`src/rtl/ysyx_24080006_mdu_ctrl.sv`:
```
// ysyx_24080006_mdu_ctrl
// EX-stage requester for the iterative MDU. Latches one multiply/divide op from
// the ID/EX valid/ready stage, holds it stable on the MDU request port until the
// MDU's one-cycle finish strobe, then presents the result to WB with
// valid/ready backpressure. A flush never aborts the MDU mid-op: the op drains
// and its result is dropped.
//
// Optional feature macro: YSYX_24080006_MDU_CACHE_EN
//   When defined, a one-entry last-result cache lets an exact repeat of the
//   previous MDU op skip the MDU entirely.
//
// Ports
//   clock, reset        clock (rising edge), synchronous active-high reset
//   in_valid/in_ready   op handshake from ID/EX
//   in_a, in_b, in_set  operands and op descriptor
//   in_rd               destination register tag
//   flush               kill the in-flight or pending op
//   mdu_a/b/set/valid   registered request to the MDU
//   mdu_ready, mdu_o    MDU finish strobe and result (valid that cycle only)
//   out_valid/out_ready result handshake to WB
//   out_data, out_rd    result and its tag
//   busy                controller not idle (hazard stall to ID)
//   wdog_err            sticky: MDU took longer than WDOG_CYCLES

package ysyx_24080006_mdu_pkg;
    typedef enum logic [1:0] {
        ALU_MULL = 2'd0,
        ALU_MULH = 2'd1,
        ALU_DIV  = 2'd2,
        ALU_REM  = 2'd3
    } mdu_op_t;

    typedef struct packed {
        mdu_op_t op;
        logic    signed_a;
        logic    signed_b;
    } mdu_set_t;
endpackage

// state | meaning
// IDLE  | waiting for an op from ID/EX, in_ready high
// ISSUE | request held on the MDU until mdu_ready
// RESP  | result presented to WB until out_ready or flush
module ysyx_24080006_mdu_ctrl
    import ysyx_24080006_mdu_pkg::*;
#(
    parameter int RD_WIDTH    = 5,
    parameter int WDOG_CYCLES = 48
) (
    input  logic                clock,
    input  logic                reset,
    input  logic                in_valid,
    output logic                in_ready,
    input  logic [31:0]         in_a,
    input  logic [31:0]         in_b,
    input  mdu_set_t            in_set,
    input  logic [RD_WIDTH-1:0] in_rd,
    input  logic                flush,
    output logic [31:0]         mdu_a,
    output logic [31:0]         mdu_b,
    output mdu_set_t            mdu_set,
    output logic                mdu_valid,
    input  logic                mdu_ready,
    input  logic [31:0]         mdu_o,
    output logic                out_valid,
    input  logic                out_ready,
    output logic [31:0]         out_data,
    output logic [RD_WIDTH-1:0] out_rd,
    output logic                busy,
    output logic                wdog_err
);

    localparam int CW = $clog2(WDOG_CYCLES + 1);

    typedef enum logic [1:0] {
        IDLE  = 2'd0,
        ISSUE = 2'd1,
        RESP  = 2'd2
    } state_t;

    state_t        state;
    logic          kill;
    logic [CW-1:0] wdog_cnt;
    logic          accept;
    logic          hit;
    logic [31:0]   cached_res;

    assign accept = in_valid & in_ready & ~flush;

`ifdef YSYX_24080006_MDU_CACHE_EN
    logic [31:0] c_a;
    logic [31:0] c_b;
    mdu_set_t    c_set;
    logic        c_vld;

    // Filled from the registered request so a killed op still primes the cache.
    always_ff @(posedge clock) begin
        if (reset) begin
            c_a        <= '0;
            c_b        <= '0;
            c_set      <= '0;
            cached_res <= '0;
            c_vld      <= 1'b0;
        end else if (state == ISSUE && mdu_ready) begin
            c_a        <= mdu_a;
            c_b        <= mdu_b;
            c_set      <= mdu_set;
            cached_res <= mdu_o;
            c_vld      <= 1'b1;
        end
    end

    assign hit = c_vld && (c_a == in_a) && (c_b == in_b) && (c_set == in_set);
`else
    assign hit        = 1'b0;
    assign cached_res = '0;
`endif

    always_ff @(posedge clock) begin
        if (reset) begin
            state     <= IDLE;
            in_ready  <= 1'b0;
            mdu_valid <= 1'b0;
            out_valid <= 1'b0;
            busy      <= 1'b0;
            wdog_err  <= 1'b0;
            kill      <= 1'b0;
            wdog_cnt  <= '0;
            mdu_a     <= '0;
            mdu_b     <= '0;
            mdu_set   <= '0;
            out_data  <= '0;
            out_rd    <= '0;
        end else begin
            unique case (state)
                IDLE: begin
                    in_ready <= 1'b1;
                    if (accept) begin
                        mdu_a    <= in_a;
                        mdu_b    <= in_b;
                        mdu_set  <= in_set;
                        out_rd   <= in_rd;
                        kill     <= 1'b0;
                        wdog_cnt <= CW'(WDOG_CYCLES);
                        in_ready <= 1'b0;
                        busy     <= 1'b1;
                        if (hit) begin
                            state     <= RESP;
                            out_valid <= 1'b1;
                            out_data  <= cached_res;
                        end else begin
                            state     <= ISSUE;
                            mdu_valid <= 1'b1;
                        end
                    end
                end
                ISSUE: begin
                    // Watchdog is a down-counter; terminal count sets the sticky flag.
                    if (wdog_cnt != '0) begin
                        wdog_cnt <= wdog_cnt - CW'(1);
                    end
                    if (wdog_cnt == CW'(1)) begin
                        wdog_err <= 1'b1;
                    end
                    if (mdu_ready) begin
                        // Dropping the request right after the strobe keeps the MDU from restarting.
                        mdu_valid <= 1'b0;
                        out_data  <= mdu_o;
                        if (kill || flush) begin
                            state    <= IDLE;
                            in_ready <= 1'b1;
                            busy     <= 1'b0;
                        end else begin
                            state     <= RESP;
                            out_valid <= 1'b1;
                        end
                    end else if (flush) begin
                        kill <= 1'b1;
                    end
                end
                RESP: begin
                    if (flush || out_ready) begin
                        state     <= IDLE;
                        out_valid <= 1'b0;
                        in_ready  <= 1'b1;
                        busy      <= 1'b0;
                    end
                end
                default: begin
                    state <= IDLE;
                end
            endcase
        end
    end

endmodule

```
`config.mk`:
```
export PLATFORM = sky130hd
export DESIGN_NAME = ysyx_24080006_mdu_ctrl
export DESIGN_NICKNAME = d
export VERILOG_FILES = /design/src/rtl/ysyx_24080006_mdu_ctrl.sv
export SDC_FILE = /design/constraint.sdc
export NUM_CORES = 1
export LEC_CHECK = 0
export ABC_AREA = 1
export BUFFER_PORTS_ARGS = -buffer_cell sky130_fd_sc_hd__clkbuf_2
export CAP_MARGIN = 40
export CORE_MARGIN = 2
export CORE_UTILIZATION = 41
export DETAILED_ROUTE_END_ITERATION = 8
export PLACE_DENSITY = 0.82
export SLEW_MARGIN = 30
export SYNTH_ARGS = -nofsm -noshare
export SYNTH_HDL_FRONTEND = slang
export SYNTH_SLANG_ARGS = --single-unit
```
`constraint.sdc`:
```
create_clock -name clock -period 1.5 [get_ports clock]
set_input_delay 0.225 -clock clock [delete_from_list [all_inputs] [get_ports clock]]
set_output_delay 0.225 -clock clock [all_outputs]
set_load 0.005 [all_outputs]
```
==> results.md <==
- Status: finished clean
- Drt pass-1 iters: 7
- Met3 GRT Util: 9.48%
- RD Place Congestion: 0.847
- Iter 0 DRT Violations: 656
- Clk_lat worst skew: 0.51 ns
- FMAX: 699 MHz
- PD cells: 1490 mW/mm^2
- Count leader, synth: dfxtp_1
- Post-synth top area share: 52.1%
- Maximum VDD drop: 1240 uV
- Worst Slack Setup Final: 0.0693 ns
- Hold Worst Slack: 0.0374 ns
- Worst path cell trace: inv_4 > ha_4 > nand4_4 > buf_12 > buf_4 > nand2_1 > a21oi_2
- Vias: 5,512
- Crit path max-delay family: buffers and inverters
- TritonCTS clock tree: yes
- Buffers and inverters on the worst path: 3
- Leakage: 3.48 nW
- Count of final setup violators: 0
- First-pass GRT wire length: 25.2 mm
- Setup slack, reg-to-reg: 0.07 ns
- Largest net degree at the start of global routing: 53
- Drt via density: 5.08
- Multi-input gate area: 0.00200 sq mm
- Top Usage Layer GRT: met2
- Total congestion overflow: 0
- Crit path kind: reg2reg
- Min Tclk post-route: 1.43 ns
- M2 GR Usage: 46.1%
- Ys async rst share: 0%
- Post-synthesis register bit count: 119
- H-tree levels: 4
- Slew of the pin with the lowest slew margin: 0.490 ns
- Normalized max-slew margin: 67.3%
- Critical path data required time: 1.87 ns
- Max cap viols: 0
- Yosys cell types: 22
- Synth warnings: 0
- Worst Min Path Start: in_a[18]
- Worst-case clock buffer depth: 2
- Clock sink count: 119
- Syn_nets: 715
- Root Driver: clkbuf_8
- Fillers: 764
- Post-synth EDFFs: 0
- Final routed DRC violation total: 0
- Synth Flop Type: dfxtp_1
- Post-Route WL: 16.6 mm
- Clock skew: 0.0125 ns
- Worst Setup SP: state[0]$_SDFFE_PP0P_
- Site Rows: 38
- Max stage delay on crit path: 0.37 ns
- Dpl hpwl: 9.00 mm
- CP max stage cell: dfxtp_4
- Initial antenna violation count: 1
- Die footprint: 0.0120 sq mm
- GRT Util Overall: 26.9%
- Initial core utilization: 42.2%
- Critical path data arrival time: 1.81 ns
- Area leader, netlist: dfxtp_1
- Vias in the first global route: 5,283
- Final Hold Fails: 0
- Routed Antenna Nets: 0
- Clock Pin Slew Worst Setup and Hold Paths: 0.07 ns
- Final Net Count: 1,049
- Avg WL per Cell: 15.3 um
- Avg Cell Area, Syn: 7.67 sq um
- Seq/Total Area, Yosys: 52.1%
- Sequential cell area: 0.00239 sq mm
- Finished Core Util: 71.8%
- Cells after synthesis: 596
- Layout cells sized above 1: 33.2%
- Synth area leaders: dfxtp_1 (52%), a21oi_1 (9.3%), nand2_1 (9.1%), nand3_1 (9.0%), nor2_1 (7.1%)
- RR Startpoint: state[0]$_SDFFE_PP0P_
- Post-synth top cells: dfxtp_1 (119), nand2_1 (111), nor2_1 (86)
- Worst Setup End Kind: flip-flop
- Final period util: 95.4%
- Num CTS Buffers: 17
- Post-Syn Area: 0.00457 sq mm
- CP Launch Type: flip-flop
- Area Overhead vs Synth: 70.5%
- Final Slew Violations: 0
- Die width: 110 um
- IO Port Bufs: 220
- Pre-CTS setup slack: -0.0110 ns
- Grt met1 use: 28.0%
- Die Y: 110 um
- CORE AREA: 0.0108 sq mm
- Crit-path max FO: 6
- IO Pins: 221
- Worst hold-check path type: in2reg
-- layout make-up --
cell class / instances / area share (%)
sequential: 119 / 30.7
antenna: 2 / 0.0643
multi-input combinational: 416 / 25.7
inverter: 19 / 0.980
clock buffer: 17 / 5.32
clock inverter: 15 / 2.80
timing repair buffer: 357 / 32.3
tap: 140 / 2.25
-- per-layer routing --
metal	part of all wire, %	vias up
li1	-	2642
met1	37	2492
met2	51	306
met3	8.3	72
met4	4.5	0
met5	0	-
-- repair_timing --
item	in CTS	in global routing
endpoints found under the hold margin	103	0
pin swaps	0	2
setup endpoints to repair	9	59
cloned	0	1
gates resized for setup	4	24
hold buffers	103	0
buffers inserted	0	4
-- registers in the layout, indices dropped and copies added (netlist names) --
name / flops
out_rd: 5
in_ready: 1
mdu_set: 4
wdog_err: 1
mdu_valid: 1
state: 2
out_data: 32
mdu_a: 32
mdu_b: 32
wdog_cnt: 6
out_valid: 1
busy: 1
kill: 1
-- metrics by stage --
step | power, mW | instances | instance area [sq um] | TNS (ns)
floorplan | 5.55 | 596 | 4570 | 0
CTS | 11.4 | 1078 | 7660 | 0
detailed placement | 6.77 | 943 | 5980 | -0.0123
global route | 12.2 | 1084 | 7790 | -0.0261
finish | 11.6 | 1085 | 7790 | 0
global placement | 6.73 | 943 | 5980 | 0
-- path summary, 6_finish.rpt --
path                             to  depth (start not counted)
max reg2reg   mdu_a[0]$_SDFFE_PP0P_                          7
min          mdu_a[18]$_SDFFE_PP0P_                          3
max           mdu_a[0]$_SDFFE_PP0P_                          7
min reg2reg   mdu_b[2]$_SDFFE_PP0P_                          2
-- cell usage in the layout, fill, tap and decap left out, drive strengths merged --
cell / count
o21ai: 36
clkbuf: 238
xnor2: 1
dlygate4sd3: 103
clkinv: 6
buf: 33
dfxtp: 119
nor2: 86
nand3: 82
diode: 2
nand4: 3
nand2: 112
a21oi: 86
nor3: 1
bufinv: 4
ha: 8
nand3b: 1
inv: 24
-- where the power goes --
part / internal [mW] / switching [mW] / total (mW) / leakage [nW]
clock network: 2.75 / 1.58 / 4.33 / 0.311
registers: 3.59 / 0.277 / 3.87 / 0.968
logic: 1.52 / 1.89 / 3.41 / 2.20
total: 7.86 / 3.75 / 11.6 / 3.48
-- cell families (layout without fill, tap and decap cells) --
| kind of cell | Yosys count | after routing | share of synthesized area (%) |
|---|---|---|---|
| adder cells (fa/ha/maj) | 8 | 8 | 2.19 |
| flip-flops | 119 | 119 | 52.1 |
| other | 0 | 2 | 0 |
| XOR/XNOR | 1 | 1 | 0.192 |
| buffers and inverters | 61 | 408 | 5.83 |
| AO/OA/AOI/OAI | 122 | 122 | 13.5 |
| AND/OR/NAND/NOR | 285 | 285 | 26.1 |
-- worst register-to-register path, delay by kind of cell, from the launching register on --
kind	cells	cell delay [ns]
AOI/OAI and AO/OA	1	0.09
and+or+nand+nor	2	0.24
adders and majority gates	1	0.16
buffers and inverters	3	0.44
DFF	1	0.37
Note: power is estimated with default switching activity, not from simulation.
